[src/rtl/getir_pkg.sv]
// Shared definitions for the fetch stage: parcel width, aligner state codes,
// the RVC-detect constant and the aligned output record.
package getir_pkg;
    localparam int PARSEL_BIT = 16;

    localparam logic [0:0] HZ_NORMAL = 1'b0;
    localparam logic [0:0] HZ_DUSUR  = 1'b1;

    localparam logic [1:0] RVC_YOK = 2'b11;

    typedef struct packed {
        logic [31:0] buyruk;
        logic [31:0] ps;
        logic        rvc;
    } cikis_t;

    function automatic logic rvc_mi(input logic [PARSEL_BIT-1:0] parsel);
        return (parsel[1:0] != RVC_YOK);
    endfunction
endpackage

[src/rtl/buyruk_hizalayici_if.sv]
// Handshake bundle tying fetch stage 1, the L1 instruction cache response
// port and decode to the instruction aligner.
interface buyruk_hizalayici_if #(parameter int OBEK_BIT = 32);
    logic                g1_istek_yapildi_i;
    logic                g1_istek_izin_o;
    logic [OBEK_BIT-1:0] l1b_obek_i;
    logic [31:0]         l1b_obek_ps_i;
    logic                l1b_obek_gecerli_i;
    logic                l1b_obek_hazir_o;
    logic [31:0]         coz_buyruk_o;
    logic [31:0]         coz_buyruk_ps_o;
    logic                coz_buyruk_rvc_o;
    logic                coz_buyruk_gecerli_o;
    logic                coz_buyruk_hazir_i;
    logic                bosalt_i;

    modport slave (
        input  g1_istek_yapildi_i, l1b_obek_i, l1b_obek_ps_i, l1b_obek_gecerli_i,
               coz_buyruk_hazir_i, bosalt_i,
        output g1_istek_izin_o, l1b_obek_hazir_o, coz_buyruk_o, coz_buyruk_ps_o,
               coz_buyruk_rvc_o, coz_buyruk_gecerli_o
    );

    modport master (
        output g1_istek_yapildi_i, l1b_obek_i, l1b_obek_ps_i, l1b_obek_gecerli_i,
               coz_buyruk_hazir_i, bosalt_i,
        input  g1_istek_izin_o, l1b_obek_hazir_o, coz_buyruk_o, coz_buyruk_ps_o,
               coz_buyruk_rvc_o, coz_buyruk_gecerli_o
    );
endinterface

[src/rtl/buyruk_hizalayici_parsel_kuyrugu.sv]
// Circular 16-bit parcel queue: writes a variable run of parcels from one
// fetch block, exposes the two head parcels and pops 0, 1 or 2 per cycle.
module parsel_kuyrugu
    import getir_pkg::*;
#(
    parameter  int OBEK_BIT        = 32,
    parameter  int KUYRUK_DERINLIK = 8,
    localparam int P  = OBEK_BIT / PARSEL_BIT,
    localparam int OW = $clog2(P),
    localparam int CW = $clog2(P + 1),
    localparam int AW = $clog2(KUYRUK_DERINLIK)
) (
    input  logic                  clk_i,
    input  logic                  rst_i,
    input  logic                  temizle_i,
    input  logic                  yaz_i,
    input  logic [OBEK_BIT-1:0]   yaz_obek_i,
    input  logic [OW-1:0]         yaz_ofset_i,
    input  logic [CW-1:0]         yaz_sayi_i,
    input  logic [1:0]            cek_sayi_i,
    output logic [PARSEL_BIT-1:0] bas0_o,
    output logic [PARSEL_BIT-1:0] bas1_o,
    output logic [AW:0]           dolu_o
);
    logic [PARSEL_BIT-1:0] r_bellek [KUYRUK_DERINLIK];
    logic [AW-1:0]         r_oku;
    logic [AW-1:0]         r_yaz;
    logic [AW:0]           r_dolu;
    logic [OBEK_BIT-1:0]   w_kaydirilmis;
    logic [CW-1:0]         w_eklenen;

    // Leading parcels before the start offset are shifted out so the kept run starts at bit 0.
    assign w_kaydirilmis = yaz_obek_i >> {yaz_ofset_i, 4'b0000};
    assign w_eklenen     = yaz_i ? yaz_sayi_i : {CW{1'b0}};

    // Parcel storage write port.
    always_ff @(posedge clk_i) begin
        if (yaz_i && !temizle_i) begin
            for (int i = 0; i < P; i++) begin
                if (CW'(i) < yaz_sayi_i) begin
                    r_bellek[r_yaz + AW'(i)] <= w_kaydirilmis[i*PARSEL_BIT +: PARSEL_BIT];
                end
            end
        end
    end

    // Pointer and occupancy bookkeeping.
    always_ff @(posedge clk_i) begin
        if (rst_i || temizle_i) begin
            r_oku  <= {AW{1'b0}};
            r_yaz  <= {AW{1'b0}};
            r_dolu <= {(AW+1){1'b0}};
        end else begin
            r_yaz  <= r_yaz + AW'(w_eklenen);
            r_oku  <= r_oku + AW'(cek_sayi_i);
            r_dolu <= r_dolu + (AW+1)'(w_eklenen) - (AW+1)'(cek_sayi_i);
        end
    end

    assign bas0_o = r_bellek[r_oku];
    assign bas1_o = r_bellek[r_oku + AW'(1)];
    assign dolu_o = r_dolu;
endmodule

[src/rtl/buyruk_hizalayici.sv]
// Fetch-stage-2 aligner: turns cache blocks into one aligned instruction per
// cycle and drops stale responses after a flush. RVC support: HIZALAYICI_RVC_EN.
module buyruk_hizalayici
    import getir_pkg::*;
#(
    parameter int OBEK_BIT        = 32,
    parameter int KUYRUK_DERINLIK = 8,
    parameter int MAKS_BEKLEYEN   = 4
) (
    input logic               clk_i,
    input logic               rst_i,
    buyruk_hizalayici_if.slave bh
);
    localparam int P  = OBEK_BIT / PARSEL_BIT;
    localparam int OW = $clog2(P);
    localparam int CW = $clog2(P + 1);
    localparam int AW = $clog2(KUYRUK_DERINLIK);
    localparam int BW = $clog2(MAKS_BEKLEYEN + 1);
    localparam logic [AW:0] KD_W = (AW+1)'(KUYRUK_DERINLIK);
`ifdef HIZALAYICI_RVC_EN
    localparam bit RVC_EN = 1'b1;
`else
    localparam bit RVC_EN = 1'b0;
`endif

    logic [0:0]      r_durum;
    logic            r_ilk, r_aktif, r_izin, r_gecerli;
    logic [BW-1:0]   r_bekleyen, r_dusur;
    logic [31:0]     r_bas_ps;
    cikis_t          r_cikis;

    logic [OW-1:0]   w_ofset_ham, w_ofset;
    logic [CW-1:0]   w_yaz_sayi;
    logic [AW:0]     w_dolu, w_bos;
    logic [15:0]     w_bas0, w_bas1;
    logic            w_hazir, w_kabul, w_yaz, w_bas_rvc, w_mevcut, w_yukle;
    logic [1:0]      w_cek;
    logic [BW-1:0]   w_bekleyen_ns, w_dusur_ns;

    // Without RVC every instruction starts on an even parcel.
    assign w_ofset_ham = bh.l1b_obek_ps_i[OW:1];
    assign w_ofset     = !r_ilk ? {OW{1'b0}} : (RVC_EN ? w_ofset_ham : (w_ofset_ham & ~OW'(1)));
    assign w_yaz_sayi  = CW'(P) - CW'(w_ofset);
    assign w_bos       = KD_W - w_dolu;
    assign w_hazir     = r_aktif && ((r_durum == HZ_DUSUR) || (w_bos >= (AW+1)'(w_yaz_sayi)));
    assign w_kabul     = bh.l1b_obek_gecerli_i && w_hazir;
    assign w_yaz       = w_kabul && !bh.bosalt_i && (r_durum == HZ_NORMAL);

    assign w_bas_rvc   = RVC_EN && rvc_mi(w_bas0);
    assign w_mevcut    = w_bas_rvc ? (w_dolu != '0) : (w_dolu >= (AW+1)'(2));
    assign w_yukle     = w_mevcut && (!r_gecerli || bh.coz_buyruk_hazir_i) && !bh.bosalt_i;
    assign w_cek       = !w_yukle ? 2'd0 : (w_bas_rvc ? 2'd1 : 2'd2);

    assign w_bekleyen_ns = r_bekleyen + BW'(bh.g1_istek_yapildi_i) - BW'(w_kabul);
    assign w_dusur_ns    = r_bekleyen - BW'(w_kabul);

    parsel_kuyrugu #(.OBEK_BIT(OBEK_BIT), .KUYRUK_DERINLIK(KUYRUK_DERINLIK)) u_kuyruk (
        .clk_i      (clk_i),
        .rst_i      (rst_i),
        .temizle_i  (bh.bosalt_i),
        .yaz_i      (w_yaz),
        .yaz_obek_i (bh.l1b_obek_i),
        .yaz_ofset_i(w_ofset),
        .yaz_sayi_i (w_yaz_sayi),
        .cek_sayi_i (w_cek),
        .bas0_o     (w_bas0),
        .bas1_o     (w_bas1),
        .dolu_o     (w_dolu)
    );

    // Request accounting, stale-response draining and head PC tracking.
    always_ff @(posedge clk_i) begin
        if (rst_i) begin
            r_durum    <= HZ_NORMAL;
            r_ilk      <= 1'b1;
            r_aktif    <= 1'b0;
            r_izin     <= 1'b0;
            r_bekleyen <= {BW{1'b0}};
            r_dusur    <= {BW{1'b0}};
            r_bas_ps   <= 32'h0000_0000;
        end else begin
            r_aktif    <= 1'b1;
            r_bekleyen <= w_bekleyen_ns;
            r_izin     <= (w_bekleyen_ns < BW'(MAKS_BEKLEYEN));
            if (bh.bosalt_i) begin
                r_ilk   <= 1'b1;
                r_dusur <= w_dusur_ns;
                r_durum <= (w_dusur_ns != '0) ? HZ_DUSUR : HZ_NORMAL;
            end else if (r_durum == HZ_DUSUR) begin
                if (w_kabul) begin
                    r_dusur <= r_dusur - BW'(1);
                    if (r_dusur == BW'(1)) begin
                        r_durum <= HZ_NORMAL;
                    end
                end
            end else if (w_yaz && r_ilk) begin
                r_bas_ps <= bh.l1b_obek_ps_i;
                r_ilk    <= 1'b0;
            end else if (w_cek != 2'd0) begin
                r_bas_ps <= r_bas_ps + (w_bas_rvc ? 32'd2 : 32'd4);
            end
        end
    end

    // Output register: holds while decode stalls, cleared by flush.
    always_ff @(posedge clk_i) begin
        if (rst_i) begin
            r_cikis   <= '0;
            r_gecerli <= 1'b0;
        end else if (bh.bosalt_i) begin
            r_gecerli <= 1'b0;
        end else if (w_yukle) begin
            r_cikis.buyruk <= w_bas_rvc ? {16'h0000, w_bas0} : {w_bas1, w_bas0};
            r_cikis.ps     <= r_bas_ps;
            r_cikis.rvc    <= w_bas_rvc;
            r_gecerli      <= 1'b1;
        end else if (bh.coz_buyruk_hazir_i) begin
            r_gecerli <= 1'b0;
        end
    end

    assign bh.g1_istek_izin_o      = r_izin;
    assign bh.l1b_obek_hazir_o     = w_hazir;
    assign bh.coz_buyruk_o         = r_cikis.buyruk;
    assign bh.coz_buyruk_ps_o      = r_cikis.ps;
    assign bh.coz_buyruk_rvc_o     = r_cikis.rvc;
    assign bh.coz_buyruk_gecerli_o = r_gecerli;
endmodule

[src/flat_wrapper.sv]
// flat-port wrapper written by rule: the top's interface ports become plain ports
module buyruk_hizalayici_flat import getir_pkg::*;
#(
    parameter int OBEK_BIT        = 32,
    parameter int KUYRUK_DERINLIK = 8,
    parameter int MAKS_BEKLEYEN   = 4
)
  (clk_i, rst_i, bh_g1_istek_yapildi_i, bh_l1b_obek_i, bh_l1b_obek_ps_i, bh_l1b_obek_gecerli_i, bh_coz_buyruk_hazir_i, bh_bosalt_i, bh_g1_istek_izin_o, bh_l1b_obek_hazir_o, bh_coz_buyruk_o, bh_coz_buyruk_ps_o, bh_coz_buyruk_rvc_o, bh_coz_buyruk_gecerli_o);
  buyruk_hizalayici_if #(.OBEK_BIT(OBEK_BIT)) bh_i ();
  input logic clk_i;
  input logic rst_i;
  input wire logic [$bits(bh_i.g1_istek_yapildi_i)-1:0] bh_g1_istek_yapildi_i;
  input wire logic [$bits(bh_i.l1b_obek_i)-1:0] bh_l1b_obek_i;
  input wire logic [$bits(bh_i.l1b_obek_ps_i)-1:0] bh_l1b_obek_ps_i;
  input wire logic [$bits(bh_i.l1b_obek_gecerli_i)-1:0] bh_l1b_obek_gecerli_i;
  input wire logic [$bits(bh_i.coz_buyruk_hazir_i)-1:0] bh_coz_buyruk_hazir_i;
  input wire logic [$bits(bh_i.bosalt_i)-1:0] bh_bosalt_i;
  output wire logic [$bits(bh_i.g1_istek_izin_o)-1:0] bh_g1_istek_izin_o;
  output wire logic [$bits(bh_i.l1b_obek_hazir_o)-1:0] bh_l1b_obek_hazir_o;
  output wire logic [$bits(bh_i.coz_buyruk_o)-1:0] bh_coz_buyruk_o;
  output wire logic [$bits(bh_i.coz_buyruk_ps_o)-1:0] bh_coz_buyruk_ps_o;
  output wire logic [$bits(bh_i.coz_buyruk_rvc_o)-1:0] bh_coz_buyruk_rvc_o;
  output wire logic [$bits(bh_i.coz_buyruk_gecerli_o)-1:0] bh_coz_buyruk_gecerli_o;
  assign bh_i.g1_istek_yapildi_i = bh_g1_istek_yapildi_i;
  assign bh_i.l1b_obek_i = bh_l1b_obek_i;
  assign bh_i.l1b_obek_ps_i = bh_l1b_obek_ps_i;
  assign bh_i.l1b_obek_gecerli_i = bh_l1b_obek_gecerli_i;
  assign bh_i.coz_buyruk_hazir_i = bh_coz_buyruk_hazir_i;
  assign bh_i.bosalt_i = bh_bosalt_i;
  assign bh_g1_istek_izin_o = bh_i.g1_istek_izin_o;
  assign bh_l1b_obek_hazir_o = bh_i.l1b_obek_hazir_o;
  assign bh_coz_buyruk_o = bh_i.coz_buyruk_o;
  assign bh_coz_buyruk_ps_o = bh_i.coz_buyruk_ps_o;
  assign bh_coz_buyruk_rvc_o = bh_i.coz_buyruk_rvc_o;
  assign bh_coz_buyruk_gecerli_o = bh_i.coz_buyruk_gecerli_o;
  buyruk_hizalayici #(.OBEK_BIT(OBEK_BIT), .KUYRUK_DERINLIK(KUYRUK_DERINLIK), .MAKS_BEKLEYEN(MAKS_BEKLEYEN)) u_core (.clk_i(clk_i), .rst_i(rst_i), .bh(bh_i));
endmodule
[config.mk]
export PLATFORM = sky130hd
export DESIGN_NAME = buyruk_hizalayici_flat
export DESIGN_NICKNAME = d
export VERILOG_FILES = /design/src/rtl/getir_pkg.sv /design/src/rtl/buyruk_hizalayici_if.sv /design/src/rtl/buyruk_hizalayici_parsel_kuyrugu.sv /design/src/rtl/buyruk_hizalayici.sv /design/src/flat_wrapper.sv
export SDC_FILE = /design/constraint.sdc
export NUM_CORES = 1
export LEC_CHECK = 0
export CAP_MARGIN = 25
export CORE_ASPECT_RATIO = 0.8
export CORE_UTILIZATION = 42
export DETAILED_ROUTE_END_ITERATION = 8
export GPL_TIMING_DRIVEN = 0
export PLACE_DENSITY = 0.61
export SYNTH_ARGS = -nofsm -noshare
export SYNTH_HDL_FRONTEND = slang
export SYNTH_SLANG_ARGS = --single-unit
[constraint.sdc]
create_clock -name clk_i -period 3.45 [get_ports clk_i]
set_clock_uncertainty 0.05 [all_clocks]
set_input_delay 0.5175 -clock clk_i [delete_from_list [all_inputs] [get_ports clk_i]]
set_output_delay 0.5175 -clock clk_i [all_outputs]
set_load 0.005 [all_outputs]
==> results_dict.tcl, run 1 <==
set metrics [dict create \
    irDropWorstVdd_mv 0.496 \
    clock_latency_ns 0.53 \
    grt_max_degree 42 \
    yosysSeqAreaShare_pct 59.1 \
    reg2reg_to "u_core.u_kuyruk.r_bellek[3][11]$_DFFE_PN_" \
    clk_pin_slew_ns 0.06 \
    nets 1096 \
    synth_adder_area_share_pct 1.91 \
    drtIter0Drc 532 \
    maxSlewHeadroom_pct 43.8 \
    postSynth.asyncResetShare_pct 0 \
    p_leak_uw 0.00426 \
    synth_compound_area_share_pct 7.62 \
    antenna_found_initial 2 \
    wire_per_inst_um 18.7 \
    num_rows 51 \
    r2r_start "u_core.u_kuyruk.dolu_o[1]$_SDFF_PP0_" \
    cp-endpoint "u_core.u_kuyruk.r_bellek[3][11]$_DFFE_PN_" \
    setup_viol_count_final 0 \
    io_pins 138 \
    ys_types 59 \
    syn_area_um2 10400 \
    route.detailed.drc 0 \
    fmax_mhz 312 \
    path_max_fanout 30 \
    cts_htree_levels 1 \
    synth_top_family_by_area "multiplexers" \
    syn_nets 933 \
    synthCells 849 \
    place_hpwl_um 17300 \
    arrival_ns 3.43 \
    powerDensity_nw_per_um2 606 \
    vias 7112 \
    tightestPinTransition_ns 0.843 \
    slew_viol_final 0 \
    rr_worst_depth 8 \
    ff2ff_setup_slack_ns 0.24 \
    cts_tree "built" \
    clockBufferDepth 3 \
    totalWireLength_um 25300 \
    min-delay-path-class "flip-flop to flip-flop" \
    dpl_worst_slack_ns -0.511 \
    yosysTopAreaCell "edfxtp_1" \
    worstPathRequired_ns 3.67 \
    yosys_most_used_dff "edfxtp_1" \
    grt-ovfl-total 0 \
    status "finished clean" \
    path_class "flip-flop to flip-flop" \
    setup_slack_ns 0.243 \
    syn_area_per_cell_um2 12.2 \
    area_delta_synth_final_pct 25.5 \
    cts_root_buf "clkbuf_16" \
    cp-end-kind "flip-flop" \
    drtAntennaViolNets 0 \
    ys_seq_elements 242 \
    yosys.area_share.simple_pct 12.4 \
    cp-start-kind "flip-flop" \
    die_h_um 143 \
    synthMuxAreaShare_pct 13.9 \
    grt_pass1_wl_um 39500 \
    synth_xor_area_share_pct 2.37 \
    synth.top_cells.by_area "edfxtp_1, dfxtp_1, mux2_2" \
    holdPathStages 2 \
    synth.top_cell.area_share_pct 37.1 \
    grt_use_total_pct 20.6 \
    core_area_um2 24300 \
    synth-edff-count 128 \
    detail_route.first_pass.iterations 5 \
    startpoint "u_core.u_kuyruk.dolu_o[1]$_SDFF_PP0_" \
    cts_buffers 25 \
    gp_congestion 0.924 \
    dieArea_um2 25300 \
    initial_core_util_pct 42.6 \
    cap_violations 0 \
    min_period_over_period_pct 92.9 \
    port-buffer-count 135 \
    rsz0062_at_grt "no" \
    grt_pass1_vias 7070 \
    vias_per_cell 5.27 \
    postCtsHoldBufs 0 \
    ys_warn_count 0 \
    cts_sinks 242 \
    fin_crit_ns 3.21 \
    hold_violations 0 \
    die_w_um 178 \
    final_util_pct 53.5 \
    drive_gt1_share_pct 16.7 \
]
[stage by stage]
stage	setup TNS, ns	hold WS (ns)	cell area [um^2]	instances	total power (uW)
after floorplan	0	0.382	10400	849	4430
after global placement	-38.93	0.394	12100	1302	5120
after detailed placement	-14.38	0.396	12100	1303	5140
after CTS	0	0.386	13000	1349	7950
after global routing	0	0.419	13000	1350	8280
final	0	0.403	13000	1350	7880
[kinds of logic (layout without fill, tap and decap cells)]
logic type,Yosys count,in the layout
mux,96,96
flops,242,242
other cells,1,2
simple gates,265,265
fa+ha+maj,14,14
xor+xnor,28,28
buf+inv,69,251
compound gates,134,134
[metal layers]
metal	part of all wire, %	GRT usage, %	vias to the layer above
li1	-	-	3423
met1	48	30.1	3471
met2	45	31.6	173
met3	5.0	3.31	43
met4	2.1	5.62	2
met5	0.047	0	-
[critical path, cell delays in order, from the launching register on]
cell     delay, ns
dfxtp_1       0.41
inv_1         0.06
ha_1          0.20
xor2_1        0.39
o21ai_2       0.22
nor3b_4       0.53
buf_2         0.44
buf_12        0.27
mux2_2        0.37
[power breakdown]
group	switching [uW]	total [uW]	internal, uW
Sequential	179	3460	3280
Combinational	902	1610	711
Clock	1140	2810	1670
Total	2220	7880	5660
[cells in the mapped netlist (all sizes together) (8+ instances only)]
library cell and number:
ha 11, mux2 64, nand4 16, xnor2 15, clkbuf 38, nand3 18, a31oi 8, and3 8
and2 8, mux4 32, xor2 13, a21oi 82, o21ai 11, nand2 154, dfxtp 114, edfxtp 128
a211oi 12, nor2 27, buf 15, inv 16
[cell type report]
class	count	area (um^2)
Multi-Input combinational cell	538	3970
Clock inverter	19	204
Antenna cell	1	2.50
Sequential cell	242	6130
Timing Repair Buffer	136	1370
Inverter	16	60.1
Tap cell	318	398
Buffer	53	223
Fill cell	2154	11300
Clock buffer	27	653
[how the worst min path moves through the flow]
stage                                               startpoint                                         end  slack, ns
floorplan                      u_core.r_bas_ps[0]$_SDFFE_PP0P_   u_core.bh.coz_buyruk_ps_o[0]$_SDFFE_PP0P_       0.38
global placement     u_core.bh.coz_buyruk_ps_o[2]$_SDFFE_PP0P_   u_core.bh.coz_buyruk_ps_o[2]$_SDFFE_PP0P_       0.39
detailed placement  u_core.bh.coz_buyruk_ps_o[21]$_SDFFE_PP0P_  u_core.bh.coz_buyruk_ps_o[21]$_SDFFE_PP0P_       0.40
CTS                                                      rst_i            u_core.r_bas_ps[31]$_SDFFE_PP0P_       0.39
global route           u_core.bh.coz_buyruk_o[27]$_SDFFE_PP0P_     u_core.bh.coz_buyruk_o[27]$_SDFFE_PP0P_       0.42
finish                 u_core.bh.coz_buyruk_o[24]$_SDFFE_PP0P_     u_core.bh.coz_buyruk_o[24]$_SDFFE_PP0P_       0.40
[cells in the final DEF, fill, tap and decap left out, drive strengths merged, types with 2 or more instances in the layout]
cell type and instances:
o211ai 2, and2 8, nor4 3, xnor2 15
a31oi 8, or4 2, edfxtp 128, nor3 6
clkbuf 65, fa 3, a22oi 3, inv 17
nor3b 2, nand4 16, nor2b 5, nand3 18
buf 16, bufinv 4, mux2 64, clkinvlp 3
or3 6, a21oi 82, o21ai 11, dfxtp 114
xor2 13, and3 8, mux4 32, ha 11
nand2 154, nor2 27, clkdlybuf4s50 135, clkinv 11
a211oi 12, o21a 4, or2 4, o22ai 2
[what timing repair did]
item / in CTS / in global routing
setup buffers: 0 / 0
gates resized for setup: 1 / 2
endpoints found under the setup margin: 9 / 16
[sequential cells by signal, summed over array words and instances (netlist names), 2 cells and up]
signal / cells
u_core.bh.coz_buyruk_o: 32
u_core.bh.coz_buyruk_ps_o: 32
u_core.u_kuyruk.r_yaz: 2
u_core.u_kuyruk.r_bellek: 128
u_core.r_dusur: 3
u_core.u_kuyruk.dolu_o: 3
u_core.u_kuyruk.r_oku: 2
u_core.r_bekleyen: 3
u_core.r_bas_ps: 32
Power figures use the tool's default switching activity.
==> run 2, diff against run 1 <==
Settings changed: SKIP_CTS_REPAIR_TIMING set to 1.
==> run 2 against run 1 <==
Net effect:
- sequential share of layout area down 0.072 points
- clock-buffer cell count unchanged
- wire length about the same
- highest routed layer unchanged
- non-clock buffer count grew 1
- critical endpoint unchanged
- largest power group unchanged
- register-to-register slack worse by 0.03 ns
- first-iteration DRC count rose by 8.5%
- final area up 0.15%
==> results_dict.tcl, run 2 (synthesis gave the netlist of run 1 again) <==
set metrics [dict create \
    cts_tree "built" \
    setup_slack_ns 0.218 \
    cp_top_family "buffers and inverters" \
    fin_crit_ns 3.23 \
    dpl_worst_slack_ns -0.511 \
    cts_sinks 242 \
    p_leak_uw 0.00427 \
    rsz0062_at_grt "no" \
    grt-ovfl-total 0 \
    drtIter0Drc 577 \
    worstPathRequired_ns 3.67 \
    dp.cells 1303 \
    grt_use_total_pct 20.6 \
    grt_pass1_vias 7052 \
    largest_register_ffs 128 \
    nets 1097 \
    arrival_ns 3.45 \
    final_cell_mix "nand2_1, clkdlybuf4s50_1, edfxtp_1" \
    cap_violations 0 \
    route.detailed.drc 0 \
    vias_per_cell 5.26 \
    grt_max_degree 42 \
    power_uw 7870 \
    antenna_found_initial 2 \
    place_hpwl_um 17300 \
    fmax_mhz 309 \
    powerDensity_nw_per_um2 604 \
    path_max_fanout 30 \
    initial_core_util_pct 42.6 \
    ff2ff_setup_slack_ns 0.22 \
    vias 7100 \
    top_register "u_core.u_kuyruk.r_bellek" \
    cp-end-kind "flip-flop" \
    die_h_um 143 \
    grt_pass1_wl_um 39400 \
    cts_root_buf "clkbuf_16" \
    status "finished clean" \
    critPathMaxStageDelay_ns 0.55 \
    slew_viol_final 0 \
    io_pins 138 \
    final_util_pct 53.6 \
    layoutNonFillerInstCount 1351 \
    num_rows 51 \
    clockBufferDepth 3 \
    cts_buffers 25 \
    critPathSlowestCell "nor3b_4" \
    drtAntennaViolNets 0 \
    area_delta_synth_final_pct 25.7 \
    min_period_over_period_pct 93.7 \
    gp_congestion 0.924 \
    cts_htree_levels 1 \
    tightestPinTransition_ns 0.842 \
    dieArea_um2 25300 \
    drive_gt1_share_pct 16.8 \
    die_w_um 178 \
    detail_route.first_pass.iterations 5 \
    maxSlewHeadroom_pct 43.9 \
    path_class "flip-flop to flip-flop" \
    path_buf_inv 3 \
    layout_commonest_cell "nand2_1" \
    totalWireLength_um 25300 \
    port-buffer-count 135 \
    critical_path.cell_chain "inv_1, ha_1, xor2_1, o21ai_2, nor3b_4, buf_2, buf_12, mux2_2" \
    wire_per_inst_um 18.7 \
    clock_latency_ns 0.52 \
    cp-start-kind "flip-flop" \
    min-delay-path-class "flip-flop to flip-flop" \
    core_area_um2 24300 \
    hold_violations 0 \
    irDropWorstVdd_mv 0.497 \
    setup_viol_count_final 0 \
    clk_pin_slew_ns 0.06 \
]
[run 2: cell types whose count changed in the layout (fill, tap and decap cells not counted), sizes merged]
cell,delta
clkbuf,+1
[run 2: layer usage]
| layer | part of all wire [%] | GRT usage (%) | wire [um] | vias to the layer above |
|---|---|---|---|---|
| met2 | 45 | 31.5 | 11300 | 164 |
| met5 | 0.047 | 0 | 12 | - |
| met3 | 5.3 | 3.31 | 1330 | 43 |
| met1 | 48 | 30.1 | 12100 | 3458 |
| li1 | - | - | - | 3433 |
| met4 | 2.1 | 5.62 | 536 | 2 |
[run 2: power by group]
group / internal (uW) / switching, uW
clock: 1670 / 1140
combinational: 710 / 897
sequential: 3280 / 178
[run 2: cell type report]
| type | count | area (um^2) |
|---|---|---|
| Fill cell | 2150 | 11300 |
| Sequential cell | 242 | 6130 |
| Multi-Input combinational cell | 538 | 3970 |
| Timing Repair Buffer | 137 | 1390 |
| Clock buffer | 27 | 653 |
| Tap cell | 318 | 398 |
| Buffer | 53 | 223 |
| Clock inverter | 19 | 204 |
| Inverter | 16 | 60.1 |
| Antenna cell | 1 | 2.50 |
[run 2: tightest hold or removal path, stage by stage, from the launching register on]
cell	delay [ns]
dfxtp_1	0.31
nand2_1	0.05
a21oi_1	0.05
[run 2: final timing paths]
path | start | endpoint | cells after the start
setup reg to reg | u_core.u_kuyruk.dolu_o[1]$_SDFF_PP0_ | u_core.u_kuyruk.r_bellek[3][11]$_DFFE_PN_ | 8
setup / recovery | u_core.u_kuyruk.dolu_o[1]$_SDFF_PP0_ | u_core.u_kuyruk.r_bellek[3][11]$_DFFE_PN_ | 8
hold reg to reg | u_core.bh.coz_buyruk_o[24]$_SDFFE_PP0P_ | u_core.bh.coz_buyruk_o[24]$_SDFFE_PP0P_ | 2
hold / removal | u_core.bh.coz_buyruk_o[24]$_SDFFE_PP0P_ | u_core.bh.coz_buyruk_o[24]$_SDFFE_PP0P_ | 2
[run 2: metrics by stage]
step | area, um^2 | setup TNS (ns) | hold WS [ns]
finish | 13000 | 0 | 0.403
floorplan | 10400 | 0 | 0.382
global placement | 12100 | -38.93 | 0.394
global route | 13000 | 0 | 0.419
detailed placement | 12100 | -14.38 | 0.396
CTS | 13000 | -1.73 | 0.386
